**src/rtl/fetch_stage.sv**
```systemverilog
// ---------------------------------------------------------------------------
// fetch_stage
//
// Instruction fetch front end. Holds the PC, issues one word read per cycle
// to instruction memory, and buffers returned words (with their addresses)
// in a 2-entry FIFO whose head feeds decode through a valid/ready handshake.
// A branch redirect reloads the PC, empties the FIFO and drops the response
// that is still on its way back from memory.
//
// Parameters:
//   RESET_VECTOR   PC value loaded on reset
//
// Ports:
//   clk            clock, rising-edge active
//   reset          synchronous active-high reset
//   imem_req       instruction-memory read request this cycle
//   imem_addr      word-aligned read address (current PC)
//   imem_rdata     read data, valid one cycle after imem_req
//   br_taken       one-cycle redirect/flush strobe from execute
//   br_target      redirect address (low two bits ignored)
//   if_valid       head of FIFO holds a valid instruction
//   if_ready       decode accepts the head this cycle
//   if_instr       fetched instruction
//   if_pc          address of if_instr
//   if_pc_plus4    if_pc + 4 (mod 2^32)
//   fetch_count    completed-transfer counter (only with FETCH_CNT_EN)
//
// Build option:
//   `define FETCH_CNT_EN  adds the fetch_count output and its counter.
// ---------------------------------------------------------------------------
module fetch_stage #(
    parameter logic [31:0] RESET_VECTOR = 32'h0000_0000
) (
    input  logic        clk,
    input  logic        reset,
    output logic        imem_req,
    output logic [31:0] imem_addr,
    input  logic [31:0] imem_rdata,
    input  logic        br_taken,
    input  logic [31:0] br_target,
    output logic        if_valid,
    input  logic        if_ready,
    output logic [31:0] if_instr,
    output logic [31:0] if_pc,
    output logic [31:0] if_pc_plus4
`ifdef FETCH_CNT_EN
    ,
    output logic [31:0] fetch_count
`endif
);

    logic [31:0] pc_p0;

    logic        inflight_p1;
    logic [31:0] req_addr_p1;

    logic [31:0] fifo_instr_p2 [2];
    logic [31:0] fifo_pc_p2    [2];
    logic        wr_ptr_p2;
    logic        rd_ptr_p2;
    logic [1:0]  count_p2;

    logic [1:0]  occupancy;
    logic        xfer;
    logic        push;
    logic        req;

    // Occupancy never exceeds 2 because a new request is only issued when
    // there is room, or when the head leaves in the same cycle.
    always_comb begin
        occupancy = count_p2 + {1'b0, inflight_p1};
        xfer      = if_valid && if_ready;
        req       = !reset && !br_taken && ((occupancy < 2'd2) || xfer);
        // A redirect squashes the response arriving in the redirect cycle.
        push      = inflight_p1 && !br_taken;
    end

    assign imem_req    = req;
    assign imem_addr   = pc_p0;
    assign if_valid    = (count_p2 != 2'd0);
    assign if_instr    = fifo_instr_p2[rd_ptr_p2];
    assign if_pc       = fifo_pc_p2[rd_ptr_p2];
    assign if_pc_plus4 = if_pc + 32'd4;

    // ---- stage p0: program counter ----
    always_ff @(posedge clk) begin
        if (reset) begin
            pc_p0 <= RESET_VECTOR;
        end else if (br_taken) begin
            pc_p0 <= br_target & 32'hFFFF_FFFC;
        end else if (req) begin
            pc_p0 <= pc_p0 + 32'd4;
        end
    end

    // ---- stage p1: request in flight ----
    always_ff @(posedge clk) begin
        if (reset) begin
            inflight_p1 <= 1'b0;
        end else begin
            inflight_p1 <= req;
        end
    end

    always_ff @(posedge clk) begin
        if (req) begin
            req_addr_p1 <= pc_p0;
        end
    end

    // ---- stage p2: instruction FIFO ----
    always_ff @(posedge clk) begin
        if (reset || br_taken) begin
            wr_ptr_p2 <= 1'b0;
            rd_ptr_p2 <= 1'b0;
            count_p2  <= 2'd0;
        end else begin
            if (push) begin
                wr_ptr_p2 <= ~wr_ptr_p2;
            end
            if (xfer) begin
                rd_ptr_p2 <= ~rd_ptr_p2;
            end
            count_p2 <= count_p2 + {1'b0, push} - {1'b0, xfer};
        end
    end

    // Storage is cleared on reset so if_instr/if_pc read as zero while idle.
    always_ff @(posedge clk) begin
        if (reset) begin
            for (int i = 0; i < 2; i++) begin
                fifo_instr_p2[i] <= 32'd0;
                fifo_pc_p2[i]    <= 32'd0;
            end
        end else if (push) begin
            fifo_instr_p2[wr_ptr_p2] <= imem_rdata;
            fifo_pc_p2[wr_ptr_p2]    <= req_addr_p1;
        end
    end

`ifdef FETCH_CNT_EN
    // A transfer in the redirect cycle still counts as completed.
    always_ff @(posedge clk) begin
        if (reset) begin
            fetch_count <= 32'd0;
        end else if (xfer) begin
            fetch_count <= fetch_count + 32'd1;
        end
    end
`endif

endmodule

```
**config.mk**
```make
export PLATFORM = sky130hd
export DESIGN_NAME = fetch_stage
export DESIGN_NICKNAME = d
export VERILOG_FILES = /design/src/rtl/fetch_stage.sv
export SDC_FILE = /design/constraint.sdc
export NUM_CORES = 1
export LEC_CHECK = 0
export ABC_CLOCK_PERIOD_IN_PS = 8500
export BUFFER_PORTS_ARGS = -buffer_cell sky130_fd_sc_hd__clkbuf_2
export CAP_MARGIN = 15
export CORE_MARGIN = 2
export CORE_UTILIZATION = 30
export CTS_CLUSTER_DIAMETER = 30
export DETAILED_ROUTE_END_ITERATION = 10
export PLACE_DENSITY = 0.49
export REMOVE_ABC_BUFFERS = 1
export SETUP_SLACK_MARGIN = 0.5
export SLEW_MARGIN = 25
export SYNTH_ARGS = -nofsm -noshare
export SYNTH_HDL_FRONTEND = slang
export SYNTH_SLANG_ARGS = --single-unit
```
**constraint.sdc**
```tcl
create_clock -name clk -period 8.5 [get_ports clk]
set_input_delay 1.275 -clock clk [delete_from_list [all_inputs] [get_ports clk]]
set_output_delay 1.275 -clock clk [all_outputs]
set_load 0.01 [all_outputs]
```
==> metrics.md, run 1 <==
| Metric | Value |
|---|---|
| Initial DRC Count | ~400 |
| Die area | between 30000 and 40000 µm² |
| Vias | 6043 |
| H-tree depth | 4 |
| Commonest non-fill, non-tap cell in the layout | clkbuf_2 |
| Longest Clk Path Bufs | 2 |
| Final Max Slew Viols | 0 |
| Die extent in y | 179 µm |
| Top_reg_cell synth | edfxtp_1 |
| RSZ-0062 raised after global routing | no |
| Final min period | 4680 ps |
| Post-DRT Antenna Nets | 0 |
| Pleak | 4.35 nW |
| Worst path most repeated cell | nand4_1 |
| CTS tree | built |
| Metal3 WL | ~1300 µm |
| Fmax achieved | 214 MHz |
| YS warnings | 0 |
| GPL Wtd Cong | between 0.7 and 0.8 |
| Flops & latches, synth | 190 |
| CP max FO | 64 |
| Vias in the first global route | 5869 |
| Synth Instances | 729 |
| Post-synth EDFFs | 154 |
| Root Buffer | clkbuf_16 |
| Global Route Usage Sum | 14.4% |
| CTS Buf Count | 17 |
| Routed len/inst | 17.5 µm |
| Final Hold Fails | 0 |
| Period Utilization, post-route | roughly 55% |
| Most frequent cells in the layout | 189 x clkbuf_2, 154 x edfxtp_1, 127 x and2_1 |
| Share of cells above drive strength 1 | 33.8% |
| Peak supply drop | around 0.11 mV |
| Clock Latency Late Sink | 430 ps |
| Worst r2r src | inflight_p1 |
| Worst path max stage delay | between 600 and 700 ps |
| IO Pins | 198 |
| Resized cells post-CTS | 0 |
| DR top layer | met4 |
| Synth Area per Inst | ~13 µm² |
| Clk sinks | 190 |
| Met2 Wirelength | about 11000 µm |
| Final core occ | 37.0% |
| Netlist cell types | slightly below 70 |
| Post-DP HPWL | 15300 µm |
| Final setup fails | 0 |
| Synth Cell Area | 9160 µm² |
| Crit path arrival time | 3410 ps |
| CTS clk-pin slew, worst paths | 70 ps |
| IO buf count | 189 |
| # rows | 63 |
| DR vias/cell | ~4.6 |
| Seq/Total Area, Yosys | around three fifths |
| Startpoint Class | flip-flop |
| Power density over the cells | approximately 190 nW/µm² |
| Run status | finished, final reports clean |
| Detailed Route WL | 23000 µm |
| Slew of the pin with the lowest slew margin | between 900 and 1000 ps |
| Diode count | 0 |
| Asr flop ratio synth | 0% |
| Worst setup EP type | output port |
| M1 WL | 10700 µm |
| Grt ovf | 0 |
| Hold path start | imem_addr[31] |
| Data required time of the worst path | 7220 ps |
| Nets | 980 |
| Critical-path cell list | buf_4 > nand4_1 > a21boi_2 > nand4_1 > nor4_2 > xor2_1 > clkbuf_2 |
| Slowest cell on crit path | buf_4 |
| Max-Cap Viols | 0 |
| Post-CTS setup buffers | 0 |
| Hold buffers post-CTS | 0 |
| Clock Skews | 15.0 ps |
| Pre-antenna DRT Iters | 4 |
| Worst Hold Class | flip-flop to flip-flop |
| Initial Utilization | between 30% and 40% |
| Critical path class | flip-flop to output port |
| Layout area overhead | 20.8% |
| Die W | 179 µm |
| DRC viols | 0 |
| Pin count of the biggest net entering global routing | 65 |
| Initial antenna violation count | 0 |
| Global-route wire length before repair | between 30000 and 40000 µm |
| Slew headroom | between 30% and 40% |
| Setup TNS | 0 ps |
| Core box area | 29900 µm² |
## cell usage after synthesis (10+ instances only)
library cell / number / area, µm²
edfxtp_1: 154 / 4620
and2_1: 127 / 795
mux2_2: 52 / 586
dfxtp_1: 36 / 721
nand2_1: 34 / 128
nor2_1: 32 / 120
xnor2_1: 30 / 263
nand3_1: 23 / 115
clkbuf_1: 19 / 71.3
nand4_1: 19 / 119
xor2_1: 19 / 166
a211oi_1: 13 / 97.6
inv_1: 13 / 48.8
buf_2: 10 / 50.1
mux2i_1: 10 / 100
## path summary, 6_finish.rpt
kind                            slack, ps  cells past startpoint                  end
worst max-delay path                 3820                      7      if_pc_plus4[30]
worst min-delay path                  520                      0      req_addr_p1[31]
worst max register to register       5780                      5  fifo_instr_p2[1][7]
worst min register to register        520                      0      req_addr_p1[31]
## cell type report
type / instances / area, µm²
flip-flops and latches: 190 / 5350
repair buffers: 196 / 1010
multi-input cells: 489 / 3600
inverters: 14 / 55.1
well taps: 390 / 488
fillers: 2972 / 18800
clock buffers: 20 / 437
clock inverters: 12 / 126
## per-stage QoR
stage               setup WS [ps]  instances  area, µm²  hold slack [ps]  power (mW)
floorplan                    1340        693       8970              481        1.19
global placement             4150       1278      10500              494        1.28
detailed placement           4150       1278      10500              495        1.29
CTS                          3690       1310      11000              522        2.08
global route                 3480       1311      11100              554        2.13
finish                       3820       1311      11100              521        2.05
## flip-flops by register name, indices dropped and copies added, names as in the netlist, named ones only
signal,cells
wr_ptr_p2,1
req_addr_p1,30
inflight_p1,1
count_p2,2
fifo_instr_p2,64
imem_addr,30
rd_ptr_p2,1
fifo_pc_p2,60
## critical path, delay by kind of cell (launching register included)
family / cells / cell delay, ps
buf+inv: 2 / 830
compound gates: 1 / 400
flops: 1 / 570
xor+xnor: 1 / 170
simple gates: 3 / 910
## cell families (layout without fill, tap and decap cells)
kind of cell / after synthesis / after routing / share of synthesized area (%)
simple gates: 299 / 299 / 19.8
flops: 190 / 190 / 58.4
compound gates: 69 / 69 / 6.24
mux: 62 / 62 / 7.49
buf+inv: 55 / 242 / 2.84
xor+xnor: 49 / 49 / 4.69
fa+ha+maj: 4 / 4 / 0.546
other cells: 1 / 6 / 0.0409
## metal layers
| metal | vias to the layer above | global-route usage, % |
|---|---|---|
| met2 | 167 | 24.1 |
| met1 | 2867 | 19.3 |
| met3 | 11 | 2.82 |
| met4 | 0 | 3.35 |
| li1 | 2998 | - |
| met5 | - | 0 |
## power by group
part	total (mW)	switching [mW]	internal [mW]
Sequential	1.08	0.0337	1.05
Combinational	0.176	0.103	0.0733
Clock	0.788	0.374	0.414
Total	2.05	0.511	1.54
(Power assumes the default switching activity.)
==> inputs of run 2 (changes only) <==
- ABC_AREA: default -> 1
- ABC_CLOCK_PERIOD_IN_PS: 8500 -> 4800
- clock period: 8.5 -> 4.8 ns (I/O delays scaled with it)
==> metrics.md, run 2 <==
| Metric | Value |
|---|---|
| Run status | finished, final reports clean |
| Flops & latches, synth | 190 |
| Final min period | 3860 ps |
| Routed len/inst | 15.0 µm |
| Power density over the cells | 316 nW/µm² |
| Area leader, netlist | edfxtp_1 |
| Die area | 34000 µm² |
| Met3 Usage GRT | 2.49% |
| Initial antenna violation count | 0 |
| Clock Latency Late Sink | 430 ps |
| Peak supply drop | ~0.25 mV |
| Pre-antenna DRT Iters | 5 |
| Largest regs | fifo_instr_p2: 64 flops, fifo_pc_p2: 60 flops |
| Pleak | 5.16 nW |
| Met2 Resource Use GR | a little over a quarter |
| Worst setup EP type | output port |
| Hold buffers post-CTS | 0 |
| Netlist cell types | 39 |
| Slew headroom | 38.5% |
| Synth Instances | 1125 |
| Final core occ | 36.3% |
| Synth Area per Inst | 8.67 µm² |
| Global Route Usage Sum | 15.9% |
| Crit path arrival time | 3140 ps |
| Core box area | 32300 µm² |
| Share of cells above drive strength 1 | 23.2% |
| Final Max Slew Viols | 0 |
| Final Hold Fails | 0 |
| Grt ovf | 0 |
| Vias | 7682 |
| Layout area overhead | 20.1% |
| Die extent in y | 184 µm |
| GRT Max-Usage Layer | met2 |
| Critical path class | flip-flop to output port |
| Max reg flops | 64 |
| DR vias/cell | 4.37 |
| Most frequent cells in the layout | 235 x nor2_1, 223 x nand2_1, 189 x clkbuf_2 |
| Data required time of the worst path | 4080 ps |
| Die W | between 150 and 200 µm |
| Initial Utilization | between 30% and 40% |
| Diode count | 0 |
| Post-CTS setup buffers | 0 |
| Global-route wire length before repair | about 41000 µm |
| CTS Buf Count | 17 |
| Commonest non-fill, non-tap cell in the layout | nor2_1 |
| CTS clk-pin slew, worst paths | 70 ps |
| Detailed Route WL | 26300 µm |
| Top post-synthesis cells by area | edfxtp_1 47%, nor2_1 9.0%, nand2_1 8.7% |
| Fmax achieved | 259 MHz |
| Seq/Total Area, Yosys | 54.8% |
| Total power | 3.70 mW |
| Clock Skews | 10.6 ps |
| CP max FO | slightly above 70 |
| Vias in the first global route | around 7400 |
| IO buf count | 189 |
| GPL Wtd Cong | between 0.8 and 0.9 |
| Clk sinks | 190 |
| Longest Clk Path Bufs | 2 |
| GRT met1 Usage | 21.6% |
| Max-Cap Viols | 0 |
| Top_reg_cell synth | edfxtp_1 |
| Root Buffer | clkbuf_16 |
| # rows | 66 |
| Yosys top cell area share | 47.4% |
| Post-synth EDFFs | 154 |
| Synth cell count leaders | 235 x nor2_1, 225 x nand2_1, 175 x inv_1 |
| Resized cells post-CTS | 0 |
| Most common cell in the netlist | nor2_1 |
| RSZ-0062 raised after global routing | no |
| Worst Hold Class | flip-flop to flip-flop |
| FILL cells | 3375 |
| H-tree depth | 4 |
| Post-DP HPWL | ~19000 µm |
| Slew of the pin with the lowest slew margin | 922 ps |
| Final setup fails | 0 |
| IO Pins | 198 |
| Post-DRT Antenna Nets | 0 |
| Nets | 1375 |
| YS warnings | 0 |
| Largest Register | fifo_instr_p2 |
| DRC viols | 0 |
| Pin count of the biggest net entering global routing | between 70 and 80 |
| Asr flop ratio synth | 0% |
| Initial DRC Count | 534 |
| CTS tree | built |
| Period Utilization, post-route | between 80% and 90% |
| Startpoint Class | flip-flop |
| Synth Cell Area | roughly 9800 µm² |
==> run 2: logic make-up after synthesis <==
family                     share of synthesized area [%]
DFF                                                 54.8
other                                             0.0384
and+or+nand+nor                                     22.8
adders and majority gates                          0.513
AOI/OAI and AO/OA                                   6.13
xor gates and xnor gates                            2.33
muxes                                               3.90
buffers and inverters                               9.47
==> run 2: metrics by stage <==
stage	TNS [ps]	instance area (µm²)	setup WS, ps	hold WS, ps	std cells
finish	0	11700	944	450	1758
CTS	0	11700	853	447	1758
floorplan	-2210	9530	-343	425	1087
global placement	0	11100	1410	434	1726
global route	0	11700	674	484	1758
detailed placement	0	11100	1330	432	1726
==> run 2: final cells by class <==
| type | count | area, µm² | area share, % |
|---|---|---|---|
| clock inverter | 14 | 144 | 1.23 |
| tap | 442 | 553 | 4.72 |
| sequential | 190 | 5350 | 45.7 |
| multi-input combinational | 716 | 3530 | 30.1 |
| inverter | 181 | 679 | 5.80 |
| clock buffer | 18 | 439 | 3.75 |
| timing repair buffer | 197 | 1020 | 8.70 |
==> run 2: report_power, final <==
| part | internal, mW | switching (mW) | leakage, nW |
|---|---|---|---|
| sequential | 1.86 | 0.0569 | 1.88 |
| clock | 0.747 | 0.654 | 0.281 |
| combinational | 0.135 | 0.249 | 3.00 |
==> run 2: path summary, 6_finish.rpt <==
check	startpoint	cells past startpoint	slack (ps)	endpoint
worst max-delay path	flip-flop	10	940	if_pc_plus4[16]
worst min register to register	rd_ptr_p2	1	450	flip-flop
worst min-delay path	rd_ptr_p2	1	450	flip-flop
worst max register to register	inflight_p1	8	2210	imem_addr[25]
==> run 2: worst max-delay path: stages, from the launching register on <==
cell and delay, ps:
dfxtp_4 850, o21ai_1 300, inv_1 210, ha_1 240
inv_1 90, nor2_2 210, inv_2 80, nor2_1 270
nand2_1 110, xnor2_1 140, clkbuf_2 150
==> run 2: layer usage <==
layer | wire length [µm] | vias to the layer above | share of wire [%]
met5 | 0 | - | 0
met4 | 334 | 0 | 1.3
met3 | 979 | 18 | 3.7
met2 | 12400 | 173 | 47
met1 | 12600 | 3562 | 48
li1 | - | 3929 | -
==> inputs of run 3 (changes only) <==
- ABC_CLOCK_PERIOD_IN_PS: 4800 -> 3200
- PLACE_DENSITY: 0.49 -> 0.51
- clock period: 4.8 -> 3.2 ns (I/O delays scaled with it)
==> metrics.md, run 3 (same netlist as run 2, synthesis figures left out) <==
| Metric | Value |
|---|---|
| Initial DRC Count | 510 |
| Final Instance Area | 12500 µm² |
| IO buf count | 189 |
| Die area | 34000 µm² |
| Longest Clk Path Bufs | 2 |
| Final Hold Fails | 0 |
| Most frequent cells in the layout | 217 x nor2_1, 202 x nand2_1, 175 x clkbuf_2 |
| Pre-antenna DRT Iters | 5 |
| CTS Buf Count | 17 |
| Slew headroom | 46.3% |
| GPL Wtd Cong | 0.844 |
| Data required time of the worst path | between 2000 and 3000 ps |
| Run status | finished, final reports clean |
| Power density over the cells | roughly 440 nW/µm² |
| Pin count of the biggest net entering global routing | 63 |
| Slew of the pin with the lowest slew margin | 806 ps |
| Max-Cap Viols | 0 |
| IO Pins | 198 |
| Max reg flops | 64 |
| DR vias/cell | 4.42 |
| Worst setup EP type | output port |
| Grt ovf | 0 |
| Layout area overhead | 28.0% |
| Worst setup margin | 426 ps |
| Routed len/inst | 15.3 µm |
| R2r setup slk | between 1000 and 1500 ps |
| Commonest non-fill, non-tap cell in the layout | nor2_1 |
| Die W | 184 µm |
| Global-route wire length before repair | 42600 µm |
| CTS clk-pin slew, worst paths | 80 ps |
| Global Route Usage Sum | 16.4% |
| Initial antenna violation count | 0 |
| Startpoint Class | flip-flop |
| Largest regs | fifo_instr_p2: 64 flops, fifo_pc_p2: 60 flops |
| Post-DRT Antenna Nets | 0 |
| Clk sinks | 190 |
| Setup TNS | 0 ps |
| Fmax achieved | 361 MHz |
| Pleak | 5.54 nW |
| Die extent in y | between 150 and 200 µm |
| RSZ-0062 raised after global routing | yes |
| Final setup fails | 0 |
| Core box area | 32300 µm² |
| Final Max Slew Viols | 0 |
| Crit path arrival time | roughly 2300 ps |
| Share of cells above drive strength 1 | 29.2% |
| # rows | 66 |
| Largest Register | fifo_instr_p2 |
| Post-DP HPWL | 18600 µm |
| Detailed Route WL | 27400 µm |
| Worst Hold Class | input pin to flip-flop |
| Period Utilization, post-route | 86.7% |
| Vias in the first global route | around 7700 |
| H-tree depth | 4 |
| DRC viols | 0 |
| CP max FO | 6 |
| CTS tree | built |
| Critical path class | flip-flop to output port |
| Clock Skews | ~10 ps |
| Worst slack at placement | around 430 ps |
| Initial Utilization | 30.2% |
| Diode count | 0 |
| Clock Latency Late Sink | between 400 and 500 ps |
| Hold Slack | 331 ps |
| Nets | 1408 |
| Root Buffer | clkbuf_16 |
| Final min period | 2770 ps |
| Vias | 7909 |
| DP Area | 11200 µm² |
| Peak supply drop | roughly 0.35 mV |
[run 3: path summary, 6_finish.rpt]
path	depth (start not counted)	to	start
setup / recovery	11	if_pc_plus4[18]	flip-flop
hold / removal	3	imem_addr[9]	br_target[9]
setup reg to reg	8	imem_addr[21]	inflight_p1
hold reg to reg	1	rd_ptr_p2	rd_ptr_p2
[run 3: report_power, final]
part           internal [mW]  switching (mW)  total [mW]
registers               2.79          0.0798        2.87
clock network           1.03            1.01        2.04
logic                  0.244           0.401       0.645
[run 3: final cells by class]
type,instances,area [µm²]
Sequential cell,190,5350
Multi-Input combinational cell,716,3900
Timing Repair Buffer,230,1440
Tap cell,442,553
Fill cell,3368,19800
Clock inverter,14,135
Inverter,181,682
Clock buffer,18,429
[run 3: stage by stage]
step           utilization [%]  power, mW  cells
6_report                  38.7       5.55   1791
5_1_grt                   38.7       5.81   1791
4_1_cts                   38.0       5.61   1783
3_5_place_dp              34.7       3.53   1732
3_3_place_gp              34.7       3.52   1732
2_1_floorplan                -       3.23   1087
[run 3: timing repair]
| item | in CTS | in global routing |
|---|---|---|
| cloned | 3 | 1 |
| pin swaps | 30 | 26 |
| hold buffers | 0 | 0 |
| buffers inserted | 16 | 7 |
| resized for setup | 72 | 51 |
| endpoints found under the setup margin | 26 | 52 |
[run 3: routing by layer]
metal | track usage, % | part of all wire [%] | vias to the layer above
met1 | 22.2 | 47 | 3704
met2 | 27.5 | 48 | 200
li1 | - | - | 3993
met3 | 2.69 | 4.0 | 12
met5 | 0 | 0 | -
met4 | 3.84 | 0.83 | 0
[run 3: critical path, cell delays in order (launching register included)]
cell,delay (ps)
dfxtp_4,400
buf_12,170
buf_16,150
o21ai_4,200
buf_6,130
nand2_2,80
nor2_4,170
inv_4,70
nor2_4,130
nand2_1,80
xor2_1,130
buf_2,140
